### src/rtl/instr_fetch_unit.sv
// Instruction-side front end: streams a program into local instruction memory,
// then holds the PC and fetches one instruction per cycle for the decoder.
module instr_fetch_unit #(
  parameter int unsigned IMEM_DEPTH = 64,
  parameter logic [31:0] RESET_PC   = 32'h0000_0000
) (
  input  logic        clk,
  input  logic        rst,
  input  logic        load_valid,
  output logic        load_ready,
  input  logic [31:0] load_data,
  input  logic        load_last,
  input  logic        jump,
  input  logic        branch,
  input  logic        zero,
  output logic [31:0] pc,
  output logic [31:0] instr,
  output logic [5:0]  opcode,
  output logic        running,
  output logic        halted,
  output logic        fault
);

  localparam int          AW        = $clog2(IMEM_DEPTH);
  localparam logic [AW-1:0] LAST_ADDR = AW'(IMEM_DEPTH - 1);
  localparam logic [31:0] HALT_WORD = 32'hFFFF_FFFF;

  localparam logic [1:0] ST_LOAD  = 2'd0;
  localparam logic [1:0] ST_RUN   = 2'd1;
  localparam logic [1:0] ST_HALT  = 2'd2;
  localparam logic [1:0] ST_FAULT = 2'd3;

  logic [1:0]    state_q, state_d;
  logic [31:0]   pc_q, pc_d;
  logic [AW-1:0] wr_ptr_q, wr_ptr_d;
  logic [AW:0]   load_count_q, load_count_d;
  logic [31:0]   imem [IMEM_DEPTH];

  logic          load_fire;
  logic          in_run;
  logic          out_of_range;
  logic          is_halt;
  logic [AW-1:0] idx;
  logic [31:0]   fetch_limit;
  logic [31:0]   pc4;
  logic [31:0]   jump_target;
  logic [31:0]   branch_target;

  // load_ready is gated by rst so it drops the instant reset asserts.
  assign load_ready = (state_q == ST_LOAD) && !rst;
  assign load_fire  = load_valid && load_ready;
  assign in_run     = (state_q == ST_RUN);

  assign idx          = pc_q[AW+1:2];
  assign fetch_limit  = {{(32-AW-3){1'b0}}, load_count_q, 2'b00};
  assign out_of_range = (pc_q >= fetch_limit);

  // Fetching past the loaded program yields 0, an R-type NOP, while FAULT is entered.
  assign instr   = (in_run && !out_of_range) ? imem[idx] : 32'h0;
  assign opcode  = instr[31:26];
  assign is_halt = (instr == HALT_WORD);

  assign pc4           = pc_q + 32'd4;
  assign jump_target   = {pc4[31:28], instr[25:0], 2'b00};
  assign branch_target = pc4 + {{14{instr[15]}}, instr[15:0], 2'b00};

  assign pc      = pc_q;
  assign running = (state_q == ST_RUN);
  assign halted  = (state_q == ST_HALT);
  assign fault   = (state_q == ST_FAULT);

  always_comb begin
    // NOTE: every next-state signal gets a default first so no path infers a latch.
    state_d      = state_q;
    pc_d         = pc_q;
    wr_ptr_d     = wr_ptr_q;
    load_count_d = load_count_q;
    case (state_q)
      ST_LOAD: begin
        if (load_fire) begin
          wr_ptr_d     = wr_ptr_q + AW'(1);
          load_count_d = load_count_q + (AW+1)'(1);
          if (load_last || (wr_ptr_q == LAST_ADDR)) state_d = ST_RUN;
        end
      end
      ST_RUN: begin
        if (out_of_range)          state_d = ST_FAULT;
        else if (is_halt)          state_d = ST_HALT;
        else if (jump)             pc_d    = jump_target;
        else if (branch && zero)   pc_d    = branch_target;
        else                       pc_d    = pc4;
      end
      default: ;
    endcase
  end

  // NOTE: state registers use non-blocking assignments so all flops update together.
  always_ff @(posedge clk or posedge rst) begin
    if (rst) begin
      state_q      <= ST_LOAD;
      pc_q         <= RESET_PC;
      wr_ptr_q     <= '0;
      load_count_q <= '0;
    end else begin
      state_q      <= state_d;
      pc_q         <= pc_d;
      wr_ptr_q     <= wr_ptr_d;
      load_count_q <= load_count_d;
    end
  end

  // NOTE: memory has no reset; load_count_q alone decides which words are valid.
  always_ff @(posedge clk) begin
    if (load_fire) imem[wr_ptr_q] <= load_data;
  end

endmodule

### config.mk
export PLATFORM = sky130hd
export DESIGN_NAME = instr_fetch_unit
export DESIGN_NICKNAME = d
export VERILOG_FILES = /design/src/rtl/instr_fetch_unit.sv
export SDC_FILE = /design/constraint.sdc
export NUM_CORES = 2
export LEC_CHECK = 0
export BUFFER_PORTS_ARGS = -buffer_cell sky130_fd_sc_hd__buf_2
export CAP_MARGIN = 20
export CORE_UTILIZATION = 50
export DETAILED_ROUTE_END_ITERATION = 10
export PLACE_DENSITY = 0.63
export SKIP_CTS_REPAIR_TIMING = 1
export SYNTH_ARGS = -nofsm -noshare
export SYNTH_HDL_FRONTEND = slang
export SYNTH_SLANG_ARGS = --single-unit
### constraint.sdc
create_clock -name clk -period 7.28 [get_ports clk]
set_input_delay 1.456 -clock clk [delete_from_list [all_inputs] [get_ports clk]]
set_output_delay 1.456 -clock clk [all_outputs]
set_load 0.01 [all_outputs]
==> flow_metrics.tcl <==
set metrics [dict create \
    r2r_setup_slack_ps 710 \
    dieHeight_um 414 \
    period_needed_ps 6990 \
    nets 4498 \
    ys_seq_area_frac 0.738 \
    gp_congestion 0.919 \
    setup_viol 0 \
    finalHoldViolations 0 \
    switching_share 0.199 \
    outcome "finished, final reports clean" \
    initial_core_util 0.505 \
    grt_usage 0.284 \
    die_w_um 414 \
    crit_type "reg2out" \
    design.core.area_um2 168000 \
    boundaryPins 113 \
    clk_latency_ps 860 \
    use_met1 0.408 \
    powerDensity_nw_per_um2 251 \
    yosysMostFrequentCell "edfxtp_1" \
    grt_pass1_wl_mm 337 \
    cts.sinks 2093 \
    ant_nets 0 \
    numCtsBuffers 206 \
    totalWireLength_mm 241 \
    synth_ff_type "edfxtp_1" \
    drive_gt1_frac 0.263 \
    synth-edff-count 2048 \
    p_comb_frac 0.012 \
    synth_top_area_share 0.725 \
    min_path_type "reg2reg" \
    routedWlPerCell_um 35.4 \
    async_reset_ff_frac 0.0215 \
    portBuffers 110 \
    cts_tree "built" \
    synth_common_cells "2048 x edfxtp_1, 460 x mux4_2, 196 x nand2_1, 167 x mux2i_1, 158 x nor2_1" \
    fmax_mhz 143 \
    drt_iter0_drc 6032 \
    dp_hpwl_mm 141 \
    clock-root-buffer "clkbuf_16" \
    via_per_inst 6.54 \
    area_growth_pct 12.2 \
    cellLeakagePower_nw 30.9 \
    synth_area_leaders "edfxtp_1 73%, mux4_2 12%, mux2i_1 2.0%" \
    totalNegativeSetupSlack_ps 0 \
    yosys.area.top_type "edfxtp_1" \
    worst_setup_path_start_kind "flop" \
    cts_max_level 4 \
    ys_types 106 \
    end_kind "output port" \
    syn_area_um2 84800 \
    path_clk_slew_ps 60 \
    drcViolationCount 0 \
    grt_pass1_vias 43500 \
    report.final.slew_viol_count 0 \
    cap_violations 0 \
    maxSlewHeadroom 0.0418 \
    power_w 0.0239 \
    std_cell_rows 150 \
    num_vias 44500 \
    grt_util_met2 0.433 \
    ys_warn_count 0 \
    clock_path_buffers 3 \
    grt_max_degree 90 \
    gr-total-overflow 0 \
    yosys_register_bits 2093 \
    die-area_um2 171000 \
    p_clk_frac 0.434 \
    fin_util 0.567 \
    fin_skew_ps 46.0 \
    post-route-period-util 0.960 \
    antenna_found_initial 11 \
    p_switching_w 0.00476 \
    syn_avg_cell_area_um2 20.4 \
    worst_slew_pin_slew_ps 1430 \
    critPathMaxFanout 74 \
    seq_power_share 0.555 \
    cp.required_ps 5820 \
    arrival_ps 5530 \
    firstDrtPassIters 7 \
    rsz0062_at_grt "no" \
    internal-power_w 0.0191 \
    grt_busiest_layer "met2" \
    grtUsageMet3 0.0564 \
    ir_worst_vdd_v 0.000214 \
    synthCells 4148 \
]
[through the flow]
stage	setup slack [ps]	instances	hold WS [ps]	cell area (um2)
finish	290	6807	469	95200
CTS	398	6785	430	94800
global placement	603	6405	459	88300
global route	263	6803	467	95100
floorplan	1510	4149	445	84800
detailed placement	616	6407	465	88300
[power groups by stage]
stage	sequential, W	combinational [W]	clock [W]
6_report	0.0132	0.000278	0.0104
5_1_grt	0.0132	0.000301	0.0109
4_1_cts	0.0132	0.000255	0.0105
3_5_place_dp	0.0135	0.000255	0
3_3_place_gp	0.0135	0.000242	0
2_1_floorplan	0.0135	0.0000478	0
[critical path: stages, from the launching register on]
cell and delay [ps]:
dfrtp_4 890, buf_4 450, buf_12 450, and3b_1 270, buf_4 210, a221o_1 370
o22ai_1 190, a211oi_2 220, a211oi_1 1230, buf_2 310
[sequential cells by signal, summed over array words and instances, names as in the netlist]
name and cells:
load_count_q 7, imem 2048, wr_ptr_q 6, state_q 2
pc 30
[cell usage in the layout, fill, tap and decap left out, types with 40 or more instances in the layout]
cell type,n
mux4_2,460
clkbuf_16,209
o21ai_0,59
edfxtp_1,2048
nor2_1,94
nor2_4,65
clkinv_2,40
buf_2,110
a21oi_1,53
nand2_1,196
clkbuf_1,46
clkinv_1,50
buf_4,161
mux2i_1,166
mux4_1,45
[per-layer routing]
layer	part of all wire	wire length, um	vias to the layer above
li1	-	-	17900
met1	0.41	97700	23900
met2	0.46	112000	2265
met3	0.090	21700	441
met4	0.041	9900	18
met5	0.00046	112	-
[cell families (layout without fill, tap and decap cells)]
group,count (synthesis),after routing,share of synthesized area
AO/OA/AOI/OAI,377,377,0.0320
flip-flops,2093,2093,0.738
other,1,7,0.0000442
multiplexers,710,710,0.161
AND/OR/NAND/NOR,619,619,0.0352
buffers and inverters,268,717,0.0238
XOR/XNOR,47,47,0.00485
adder cells (fa/ha/maj),33,33,0.00491
[cell type report]
cell class	count	area, um2
Antenna cell	5	12.5
Inverter	35	138
Multi-Input combinational cell	1788	20700
Timing Repair Buffer	304	2430
Clock inverter	121	1070
Sequential cell	2093	62600
Clock buffer	257	5430
Fill cell	12500	72600
Tap cell	2204	2760
[final timing paths]
path,cells past startpoint,start,to
setup / recovery,9,pc[3],instr[18]
hold / removal,1,load_count_q[6],load_count_q[6]
setup reg to reg,21,pc[2],pc[27]
hold reg to reg,1,load_count_q[6],load_count_q[6]
max in group asynchronous,3,rst,pc[6]
min in group asynchronous,2,rst,pc[25]
Note: power is estimated with default switching activity, not from simulation.
